<file path="src/rtl/pc_cmd_deframer.sv">
`default_nettype none
// ============================================================================
// Module      : pc_cmd_deframer
// Description : Drains 3-word command messages from the xillybus PC->FPGA
//               FWFT FIFO, classifies each as START / STOP / malformed and
//               presents valid commands on a valid/ready handshake. Partial
//               messages are discarded after an inter-word timeout.
// Revision    : 1.0 - initial release
// ============================================================================
module pc_cmd_deframer #(
    parameter int XB_SIZE = 32,
    parameter int TIMEOUT = 1024,
    parameter int DELAY   = 1
) (
    input  logic               CLK,
    input  logic               RESET,
    input  logic               pc_msg_valid,
    input  logic [XB_SIZE-1:0] pc_msg,
    output logic               pc_msg_ack,
    output logic               cmd_valid,
    input  logic               cmd_ready,
    output logic               cmd_start,
    output logic [15:0]        cmd_n_pixels,
    output logic [15:0]        cmd_n_lines,
    output logic [31:0]        cmd_period,
    output logic               running,
    output logic               fmt_error,
    output logic               timeout_error,
    output logic [15:0]        cmd_count
);

    // Only a 32-bit stream is meaningful; DELAY has no effect in this RTL
    // (outputs are plain registers) and must simply be non-negative.
    if (XB_SIZE != 32 || DELAY < 0) begin : g_param_check
        $error("pc_cmd_deframer: XB_SIZE must be 32 and DELAY >= 0");
    end

    localparam int                 c_TMO_W    = (TIMEOUT > 1) ? $clog2(TIMEOUT) : 1;
    localparam logic [c_TMO_W-1:0] c_TMO_LAST = c_TMO_W'(TIMEOUT - 1);

    typedef enum logic [2:0] {
        S_IDLE  = 3'd0,
        S_W1    = 3'd1,
        S_W2    = 3'd2,
        S_CHECK = 3'd3,
        S_HOLD  = 3'd4
    } state_t;

    state_t               r_state;
    state_t               w_state_nxt;
    logic                 r_rst_meta;
    logic                 r_rst_sync;
    logic                 w_rst_n;
    logic [XB_SIZE-1:0]   r_word0;
    logic [XB_SIZE-1:0]   r_word1;
    logic [XB_SIZE-1:0]   r_word2;
    logic [c_TMO_W-1:0]   r_tmo_cnt;
    logic                 w_ack;
    logic                 w_timeout;
    logic                 w_fmt_bad;
    logic                 w_is_stop;
    logic                 w_is_start;
    logic                 r_cmd_valid;
    logic                 r_cmd_start;
    logic [15:0]          r_n_pixels;
    logic [15:0]          r_n_lines;
    logic [31:0]          r_period;
    logic                 r_running;
    logic                 r_fmt_error;
    logic                 r_timeout_error;
    logic [15:0]          r_cmd_count;

    // Reset asserts asynchronously, releases two clocks after RESET rises.
    always_ff @(posedge CLK or negedge RESET) begin
        if (!RESET) begin
            r_rst_meta <= 1'b0;
            r_rst_sync <= 1'b0;
        end else begin
            r_rst_meta <= 1'b1;
            r_rst_sync <= r_rst_meta;
        end
    end

    assign w_rst_n = r_rst_sync;

    // Message classification from the three held words.
    assign w_is_stop  = (r_word0 == '0) && (r_word1 == '0) && (r_word2 == '0);
    assign w_is_start = (r_word0[31:16] == 16'h0000) && (r_word1[15:0] == 16'h0000) &&
                        (r_word0[15:0] != 16'h0000);

    // Next-state, FIFO pop and error detection.
    always_comb begin
        w_state_nxt = r_state;
        w_ack       = 1'b0;
        w_timeout   = 1'b0;
        w_fmt_bad   = 1'b0;
        unique case (r_state)
            S_IDLE: begin
                if (pc_msg_valid && w_rst_n) begin
                    w_ack       = 1'b1;
                    w_state_nxt = S_W1;
                end
            end
            S_W1, S_W2: begin
                // A word arriving in the expiry cycle wins over the timeout.
                if (pc_msg_valid && w_rst_n) begin
                    w_ack       = 1'b1;
                    w_state_nxt = (r_state == S_W1) ? S_W2 : S_CHECK;
                end else if (r_tmo_cnt == c_TMO_LAST) begin
                    w_timeout   = 1'b1;
                    w_state_nxt = S_IDLE;
                end
            end
            S_CHECK: begin
                if (w_is_stop || w_is_start) begin
                    w_state_nxt = S_HOLD;
                end else begin
                    w_fmt_bad   = 1'b1;
                    w_state_nxt = S_IDLE;
                end
            end
            S_HOLD: begin
                if (cmd_ready) begin
                    w_state_nxt = S_IDLE;
                end
            end
            default: begin
                w_state_nxt = S_IDLE;
            end
        endcase
    end

    // State register.
    always_ff @(posedge CLK or negedge w_rst_n) begin
        if (!w_rst_n) begin
            r_state <= S_IDLE;
        end else begin
            r_state <= w_state_nxt;
        end
    end

    // Word capture, timeout counter, command registers and status.
    always_ff @(posedge CLK or negedge w_rst_n) begin
        if (!w_rst_n) begin
            r_word0         <= '0;
            r_word1         <= '0;
            r_word2         <= '0;
            r_tmo_cnt       <= '0;
            r_cmd_valid     <= 1'b0;
            r_cmd_start     <= 1'b0;
            r_n_pixels      <= 16'h0000;
            r_n_lines       <= 16'h0000;
            r_period        <= 32'h0000_0000;
            r_running       <= 1'b0;
            r_fmt_error     <= 1'b0;
            r_timeout_error <= 1'b0;
            r_cmd_count     <= 16'h0000;
        end else begin
            r_fmt_error     <= w_fmt_bad;
            r_timeout_error <= w_timeout;

            if (w_ack) begin
                unique case (r_state)
                    S_IDLE:  r_word0 <= pc_msg;
                    S_W1:    r_word1 <= pc_msg;
                    S_W2:    r_word2 <= pc_msg;
                    default: ;
                endcase
            end

            // Counts idle cycles only while a message is partially held.
            if (w_ack || !((r_state == S_W1) || (r_state == S_W2))) begin
                r_tmo_cnt <= '0;
            end else begin
                r_tmo_cnt <= r_tmo_cnt + 1'b1;
            end

            if ((r_state == S_CHECK) && !w_fmt_bad) begin
                r_cmd_valid <= 1'b1;
                r_cmd_start <= !w_is_stop;
                r_n_pixels  <= r_word0[15:0];
                r_n_lines   <= r_word1[31:16];
                r_period    <= r_word2[31:0];
            end

            if ((r_state == S_HOLD) && cmd_ready) begin
                r_cmd_valid <= 1'b0;
                r_running   <= r_cmd_start;
                r_cmd_count <= r_cmd_count + 16'd1;
            end
        end
    end

    assign pc_msg_ack    = w_ack;
    assign cmd_valid     = r_cmd_valid;
    assign cmd_start     = r_cmd_start;
    assign cmd_n_pixels  = r_n_pixels;
    assign cmd_n_lines   = r_n_lines;
    assign cmd_period    = r_period;
    assign running       = r_running;
    assign fmt_error     = r_fmt_error;
    assign timeout_error = r_timeout_error;
    assign cmd_count     = r_cmd_count;

endmodule
`default_nettype wire
</file>
<file path="config.mk">
export PLATFORM = sky130hd
export DESIGN_NAME = pc_cmd_deframer
export DESIGN_NICKNAME = d
export VERILOG_FILES = /design/src/rtl/pc_cmd_deframer.sv
export SDC_FILE = /design/constraint.sdc
export NUM_CORES = 1
export LEC_CHECK = 0
export CORE_ASPECT_RATIO = 1.75
export CORE_UTILIZATION = 40
export DETAILED_ROUTE_END_ITERATION = 8
export PLACE_DENSITY = 0.64
export SYNTH_ARGS = -nofsm -noshare
export SYNTH_HDL_FRONTEND = slang
export SYNTH_SLANG_ARGS = --single-unit
</file>
<file path="constraint.sdc">
create_clock -name CLK -period 8.7 [get_ports CLK]
set_input_delay 0.87 -clock CLK [delete_from_list [all_inputs] [get_ports CLK]]
set_output_delay 0.87 -clock CLK [all_outputs]
set_load 0.03 [all_outputs]
</file>
==> flow_metrics.tcl, run 1 <==
set metrics [dict create \
    run_status "completed" \
    hold_path_class "reg -> reg" \
    worst_clock_skew_ns 0.01239 \
    post-route-period-util_pct 38.30 \
    ys_seq_elements 196 \
    syn_avg_cell_area_um2 15.24 \
    netSwitchingFraction_pct 29.10 \
    drv_slew 0 \
    slew_headroom_pct 21.90 \
    crit_path_start_kind "input port" \
    p_sw_mw 0.7229 \
    clk_path_buf_depth 2 \
    fillers 1670 \
    cap_violations 0 \
    core-area_um2 19110 \
    critical-path-max-stage-delay_ns 0.72 \
    path_class "in -> out" \
    synth-edff-count 0 \
    drive_gt1_share_pct 31.39 \
    synth_flop_cell "dfrtp_1" \
    clock_latency_ns 0.44 \
    finalSetupViolCount 0 \
    route.met3.wl_um 547 \
    tns_ns 0 \
    holdPathStages 0 \
    r2r_slack_ns 5.63 \
    crit_top_cell "clkdlybuf4s50_1" \
    sequentialPowerShare_pct 53.5 \
    synth.distinct_cells 34 \
    num_vias 4622 \
    cp_num_buf_inv 2 \
    period_needed_ns 3.332 \
    postCtsSetupRepairBufs 0 \
    cts_hold_buf 0 \
    hp-start "r_rst_meta$_DFF_PN0_" \
    p_per_area_nw_per_um2 252.5 \
    wl_met1_um 6728 \
    grt_usage_pct 18.52 \
    critPathSlowestCell "clkdlybuf4s50_1" \
    totalPowerFinal_mw 2.484 \
    start_util_pct 40.90 \
    rr_worst_depth 5 \
    cts_tree "done" \
    yosysWarnings 0 \
    die_h_um 186.9 \
    top_layer "met4" \
    fmax_mhz 300.1 \
    p_leak_nw 4.471 \
    globalRouteOverflowTotal 0 \
    r2r_start "r_word2[9]$_DFFE_PN0P_" \
    holdPathEnd "r_rst_sync$_DFF_PN0_" \
    comb_power_share_pct 16.0 \
    globalplace.congestion 0.7089 \
    antennaDiodeCount 0 \
    grt_pass1_vias 5090 \
    areaGrowthSynthToFinish_pct 25.85 \
    numCtsBuffers 17 \
    routed_wl_um 17310 \
    drtIter0Drc 158 \
    stdcell_area_um2 9838 \
    final_cell_mix "dfrtp_1 (195), mux2_2 (124), clkdlybuf4s50_1 (121)" \
    finish.utilization_pct 51.47 \
    wl_per_cell_um 19.36 \
    worstReg2RegEnd "cmd_n_lines[12]$_DFFE_PN0P_" \
    vias_per_cell 5.170 \
    die_w_um 107.7 \
    internal_power_mw 1.761 \
    rsz0062_at_grt "false" \
    pin_count 122 \
    drtAntennaViolNets 0 \
    netlist_instances 513 \
    crit_path_end_kind "primary output" \
    drc 0 \
    dieArea_um2 20130 \
    final_common_cell "dfrtp_1" \
    cts.sinks 196 \
    async_flop_share_pct 100.0 \
    cts_max_level 4 \
    seq_area_frac_synth_pct 62.74 \
    root_buffer "clkbuf_16" \
    critPathMaxFanout 4 \
    yosys-top-cells-area "dfrtp_1 (63%), mux2_2 (18%), mux2_4 (7.3%)" \
    port-buffer-count 121 \
    cp.required_ns 7.83 \
    syn_nets 551 \
    yosys.area.top_type "dfrtp_1" \
    row_count 67 \
    crit_path_cell_trace "clkdlybuf4s50_1 -> nand2_1 -> a211oi_1 -> clkdlybuf4s50_1" \
    first_pass_iters 4 \
    clockPowerShare_pct 30.5 \
    cts_resized 0 \
    syn_area_um2 7817 \
    worst_slew_pin_slew_ns 1.159 \
    final_nets 678 \
    cp_top_family "buffers and inverters" \
    vdd_ir_drop_max_mv 0.1560 \
    antenna_found_initial 0 \
    grt_max_degree 75 \
    hold_viol 0 \
    worst_ep_arrival_time_ns 2.46 \
    dp_hpwl_um 12300 \
    place_area_um2 9271 \
    netlist.area_leader.share_pct 62.74 \
    grt_first_pass_wirelength_um 28080 \
    met2_length_um 9508 \
    clkTransAtPathRegs_ns 0.07 \
]
-- state kept, by name, summed over array words and instances (netlist names) --
name / flops
r_word2: 32
r_word1: 32
cmd_n_pixels: 16
timeout_error: 1
running: 1
cmd_period: 32
r_word0: 32
r_rst_meta: 1
cmd_n_lines: 16
r_state: 3
fmt_error: 1
cmd_valid: 1
cmd_start: 1
cmd_count: 16
r_rst_sync: 1
r_tmo_cnt: 10
-- stage by stage --
step                      std cells  hold slack, ns  setup slack [ns]
after floorplan                 513          0.3312             1.726
after global placement          862          0.3360             5.339
after detailed placement        862          0.3674             5.348
after CTS                       894          0.3840             5.347
after global routing            894          0.3824             5.302
final                           894          0.3798             5.368
-- power by group through the flow --
stage / Clock (mW) / Sequential, mW / Combinational [mW]
after global routing: 0.813 / 1.36 / 0.439
final: 0.758 / 1.33 / 0.397
after detailed placement: 0 / 1.35 / 0.404
after CTS: 0.777 / 1.33 / 0.407
after floorplan: 0 / 1.29 / 0.292
after global placement: 0 / 1.33 / 0.383
-- worst reg2reg max path, cell delays in order, from the launching register on --
cell and delay, ns:
dfrtp_1 0.40, nor4_1 0.61, nand4_1 0.21, o31ai_1 0.47, nand2b_4 0.69, mux2_4 0.57
-- logic make-up (layout without fill, tap and decap cells) --
group / after synthesis / in the layout / synth area share [%]
flip-flops: 196 / 196 / 62.74
multiplexers: 162 / 162 / 25.16
AND/OR/NAND/NOR: 92 / 92 / 6.562
buffers and inverters: 24 / 164 / 1.728
XOR/XNOR: 21 / 21 / 2.353
AO/OA/AOI/OAI: 15 / 15 / 1.088
adder cells (fa/ha/maj): 2 / 2 / 0.3201
other: 1 / 1 / 0.04797
-- per-layer routing --
| layer | vias to the layer above | GRT usage [%] |
|---|---|---|
| met5 | - | 0 |
| met4 | 0 | 8.799 |
| met3 | 27 | 3.449 |
| met2 | 97 | 32.79 |
| met1 | 2407 | 21.08 |
| li1 | 2091 | - |
-- cell type report --
| cell class | count | area, um^2 | area share [%] |
|---|---|---|---|
| Sequential cell | 196 | 4908 | 49.89 |
| Tap cell | 241 | 301.5 | 3.065 |
| Clock buffer | 17 | 425.4 | 4.324 |
| Multi-Input combinational cell | 293 | 2783 | 28.28 |
| Clock inverter | 15 | 141.4 | 1.437 |
| Timing Repair Buffer | 128 | 1264 | 12.84 |
| Inverter | 4 | 15.01 | 0.1526 |
-- worst max-delay path by stage --
stage                          from         end  slack, ns  cells past startpoint
2_1_floorplan  r_rst_sync$_DFF_PN0_  pc_msg_ack       1.73                      2
3_3_place_gp           pc_msg_valid  pc_msg_ack       5.34                      4
3_5_place_dp           pc_msg_valid  pc_msg_ack       5.35                      4
4_1_cts                pc_msg_valid  pc_msg_ack       5.35                      4
5_1_grt                pc_msg_valid  pc_msg_ack       5.30                      4
6_report               pc_msg_valid  pc_msg_ack       5.37                      4
-- cells in the mapped netlist, drive strengths merged (2+ instances only) --
library cell,count
dfrtp,196
mux2,162
nor4,24
buf,17
nor2,16
nand2,13
xnor2,11
xor2,10
nand3,9
nand4,8
and3,7
o21ai,7
a21oi,4
inv,4
clkbuf,3
and2,2
and4,2
ha,2
nor2b,2
nor3,2
or3,2
No activity file was read; power rests on OpenSTA's default activity.
==> run 2, diff against run 1 <==
- PLACE_DENSITY: 0.64 -> 0.67
- clock period: 8.7 -> 2.9 ns (I/O delays scaled with it)
==> flow_metrics.tcl, run 2 (synthesis gave the netlist of run 1 again) <==
set metrics [dict create \
    run_status "completed" \
    worst_ep_arrival_time_ns 2.89 \
    period_needed_ns 2.586 \
    root_buffer "clkbuf_16" \
    die_w_um 107.7 \
    globalplace.congestion 0.7592 \
    core-area_um2 19110 \
    pin_count 122 \
    grt_max_degree 195 \
    hold_path_class "in -> async" \
    holdWs_ns 0.04948 \
    p_leak_nw 4.593 \
    p_sw_mw 2.188 \
    grt_pass1_vias 4921 \
    multiInputGateArea_um2 2913 \
    comb_power_share_pct 17.8 \
    antenna_found_initial 0 \
    numCtsBuffers 17 \
    dieArea_um2 20130 \
    cap_violations 0 \
    rr_worst_depth 6 \
    pre_cts_ws_ns 0.001742 \
    cts_hold_buf 0 \
    rsz0062_at_grt "false" \
    timing.final.ws_setup_ns 0.3135 \
    globalRouteOverflowTotal 0 \
    wl_per_cell_um 19.13 \
    row_count 67 \
    antennaDiodeCount 0 \
    crit_path_start_kind "register" \
    fmax_mhz 386.6 \
    grt_first_pass_wirelength_um 27570 \
    finish.utilization_pct 52.44 \
    vias_per_cell 5.142 \
    regArea_um2 4908 \
    first_pass_iters 6 \
    drc 0 \
    crit_path_end_kind "register" \
    cp.required_ns 3.20 \
    num_vias 4607 \
    drive_gt1_share_pct 32.06 \
    path_class "reg -> reg" \
    worst_slew_pin_slew_ns 1.154 \
    port-buffer-count 121 \
    internal_power_mw 5.442 \
    critPathMaxFanout 28 \
    clk_path_buf_depth 2 \
    drtIter0Drc 171 \
    routed_wl_um 17140 \
    drv_slew 0 \
    post-route-period-util_pct 89.19 \
    cts_max_level 4 \
    grt_usage_pct 18.23 \
    clkTransAtPathRegs_ns 0.08 \
    final_common_cell "dfrtp_1" \
    start_util_pct 40.90 \
    p_per_area_nw_per_um2 761.2 \
    dp_hpwl_um 11970 \
    worst_clock_skew_ns 0.01393 \
    areaGrowthSynthToFinish_pct 28.22 \
    final_nets 680 \
    fillers 1614 \
    clockPowerShare_pct 29.8 \
    drtAntennaViolNets 0 \
    cts.sinks 196 \
    final_cell_mix "dfrtp_1 (195), clkdlybuf4s50_1 (121), mux2_2 (95)" \
    finalSetupViolCount 0 \
    cts_tree "done" \
    hold_viol 0 \
    vdd_ir_drop_max_mv 0.4078 \
    slew_headroom_pct 22.27 \
    sequentialPowerShare_pct 52.4 \
    die_h_um 186.9 \
    netSwitchingFraction_pct 28.67 \
    clock_latency_ns 0.43 \
]
-- run 2: worst max-delay path, cell delays in order, from the launching register on --
cell and delay, ns:
dfrtp_1 0.42, nor4_1 0.56, nand4_1 0.22, o31ai_1 0.48, nand2b_4 0.10, buf_4 0.30
mux2_4 0.36
-- run 2: power by group through the flow --
stage,logic [mW],clock network (mW),registers [mW]
after CTS,1.38,2.34,4.00
after global routing,1.47,2.45,4.10
after detailed placement,1.37,0,4.05
after global placement,1.32,0,4.00
after floorplan,1.03,0,3.89
final,1.36,2.27,4.00
-- run 2: metal layers --
| metal | global-route usage [%] | up-vias | part of all wire, % |
|---|---|---|---|
| li1 | - | 2095 | - |
| met1 | 21.96 | 2394 | 41 |
| met2 | 31.83 | 93 | 54 |
| met3 | 3.031 | 25 | 2.3 |
| met4 | 7.482 | 0 | 2.8 |
| met5 | 0 | - | 0 |
-- run 2: area by class of cell --
class                   instances  area share [%]
flip-flops and latches        196           48.97
inverters                       4          0.1498
multi-input cells             293           29.06
clock buffers                  18           4.282
repair buffers                130           13.13
well taps                     241           3.008
clock inverters                14           1.398
-- run 2: worst paths after layout --
| path | endpoint | start | slack (ns) |
|---|---|---|---|
| setup / recovery | cmd_n_pixels[3]$_DFFE_PN0P_ | r_word1[29]$_DFFE_PN0P_ | 0.31 |
| hold / removal | r_rst_meta$_DFF_PN0_ | RESET | 0.05 |
| setup reg to reg | cmd_n_pixels[3]$_DFFE_PN0P_ | r_word1[29]$_DFFE_PN0P_ | 0.31 |
| hold reg to reg | r_rst_sync$_DFF_PN0_ | r_rst_meta$_DFF_PN0_ | 0.37 |
| max in group asynchronous | r_word0[28]$_DFFE_PN0P_ | r_rst_sync$_DFF_PN0_ | 1.56 |
| min in group CLK | r_rst_sync$_DFF_PN0_ | r_rst_meta$_DFF_PN0_ | 0.37 |
-- run 2: what timing repair did --
| item | CTS | global route |
|---|---|---|
| setup buffers | 0 | 0 |
| endpoints found under the hold margin | 0 | 0 |
| gates resized for setup | 1 | 0 |
| setup endpoints to repair | 2 | 0 |
-- run 2: per-stage QoR --
step           power [mW]  std cells  area (um^2)  TNS (ns)
2_1_floorplan       4.921        513         8001    -12.43
3_3_place_gp        5.322        864         9448         0
3_5_place_dp        5.417        864         9448         0
4_1_cts             7.725        896        10020         0
5_1_grt             8.017        896        10020         0
6_report            7.629        896        10020         0
==> run 3, diff against run 2 <==
- CORE_MARGIN: unset -> 4
- CTS_BUF_LIST: unset -> sky130_fd_sc_hd__clkbuf_4
==> flow_metrics.tcl, run 3 (synthesis gave the netlist of run 1 again) <==
set metrics [dict create \
    dieArea_um2 21930 \
    hold_path_class "in -> reg" \
    fillers 1619 \
    drtIter0Drc 150 \
    worst_slew_pin_slew_ns 1.113 \
    crit_path_end_kind "register" \
    clock_latency_ns 0.59 \
    final_common_cell "dfrtp_1" \
    wl_per_cell_um 19.16 \
    period_needed_ns 2.695 \
    p_leak_nw 4.488 \
    critical-path-max-stage-delay_ns 0.55 \
    root_buffer "clkbuf_4" \
    num_vias 4610 \
    totalPowerFinal_mw 6.900 \
    place_area_um2 9448 \
    finalSetupViolCount 0 \
    final_nets 681 \
    critPathSlowestCell "nor4_2" \
    p_per_area_nw_per_um2 703.9 \
    crit_path_start_kind "register" \
    numCtsBuffers 17 \
    clkTransAtPathRegs_ns 0.19 \
    areaGrowthSynthToFinish_pct 25.40 \
    vias_per_cell 5.134 \
    grt_pass1_vias 4916 \
    globalplace.congestion 0.7431 \
    pin_count 122 \
    cp.required_ns 3.36 \
    timing.final.ws_setup_ns 0.2051 \
    rsz0062_at_grt "false" \
    routed_wl_um 17210 \
    slew_headroom_pct 24.99 \
    hold_viol 0 \
    stdcell_area_um2 9803 \
    grt_first_pass_wirelength_um 27010 \
    die_h_um 192.9 \
    regArea_um2 4908 \
    drc 0 \
    cts_tree "done" \
    cap_violations 0 \
    clk_path_buf_depth 2 \
    pre_cts_ws_ns -0.01823 \
    dp_hpwl_um 12100 \
    grt_max_degree 157 \
    path_class "reg -> reg" \
    post-route-period-util_pct 92.93 \
    holdWs_ns 0.3130 \
    cts_max_level 4 \
    worst_clock_skew_ns 0.03895 \
    antenna_found_initial 1 \
    row_count 67 \
    drv_slew 0 \
    cts.sinks 196 \
    run_status "completed" \
    vdd_ir_drop_max_mv 0.4021 \
    postCtsSetupRepairBufs 0 \
    crit_path_cell_trace "nor4_2 -> nand4_1 -> o31ai_1 -> nand2b_4 -> buf_12 -> mux2_4" \
    globalRouteOverflowTotal 0 \
    grt_usage_pct 16.09 \
    drtAntennaViolNets 0 \
    final_cell_mix "dfrtp_1 (195), clkdlybuf4s50_1 (121), mux2_2 (95)" \
    first_pass_iters 4 \
    worst_ep_arrival_time_ns 3.16 \
    multiInputGateArea_um2 2913 \
    fmax_mhz 371.1 \
    die_w_um 113.7 \
    core-area_um2 19200 \
    start_util_pct 40.72 \
    port-buffer-count 121 \
    critPathMaxFanout 66 \
    drive_gt1_share_pct 32.16 \
]
==> run 3: path summary, 6_finish.rpt <==
path | from | endpoint | slack (ns) | cells after the start
worst min register to register | r_rst_meta$_DFF_PN0_ | r_rst_sync$_DFF_PN0_ | 0.37 | 0
max in group asynchronous | r_rst_sync$_DFF_PN0_ | cmd_n_lines[13]$_DFFE_PN0P_ | 1.76 | 1
worst min-delay path | cmd_ready | r_state[2]$_DFFE_PN0P_ | 0.31 | 2
worst max register to register | r_word2[18]$_DFFE_PN0P_ | cmd_n_pixels[2]$_DFFE_PN0P_ | 0.21 | 6
min in group asynchronous | RESET | r_rst_sync$_DFF_PN0_ | 0.39 | 2
worst max-delay path | r_word2[18]$_DFFE_PN0P_ | cmd_n_pixels[2]$_DFFE_PN0P_ | 0.21 | 6
==> run 3: metal layers <==
| layer | track usage (%) | wire length [um] |
|---|---|---|
| met1 | 18.51 | 6723 |
| met2 | 29.12 | 9468 |
| met3 | 3.623 | 671 |
| met4 | 5.784 | 341 |
| met5 | 0 | 0 |
==> run 3: timing repair <==
action	CTS	global route
endpoints found under the setup margin	64	0
hold buffers	1	0
hold endpoints to repair	2	0
resized for setup	1	0
==> run 3: cell type report <==
cell class              count  area share, %
clock buffers              17          1.302
multi-input cells         293          29.71
clock inverters            15          2.131
well taps                 241          3.076
inverters                   4         0.1532
flip-flops and latches    196          50.07
diodes                      1        0.02553
repair buffers            131          13.53
==> run 3: through the flow <==
stage / std cells / utilization [%] / setup TNS (ns)
after floorplan: 513 / - / -12.43
after global placement: 864 / 49.21 / 0
after detailed placement: 864 / 49.21 / -0.1217
after CTS: 897 / 51.05 / 0
after global routing: 898 / 51.07 / 0
final: 898 / 51.07 / 0
==> run 3: worst max-delay path, delay by kind of cell, from the launching register on <==
kind	cells	cell delay, ns
and+or+nand+nor	3	0.93
AOI/OAI and AO/OA	1	0.53
DFF	1	0.48
muxes	1	0.35
buffers and inverters	1	0.27
==> run 3: power breakdown <==
group	leakage [nW]	switching, mW	internal, mW
clock network	0.171	1.06	0.499
registers	2.54	0.568	3.43
logic	1.78	0.488	0.862
total	4.49	2.11	4.79
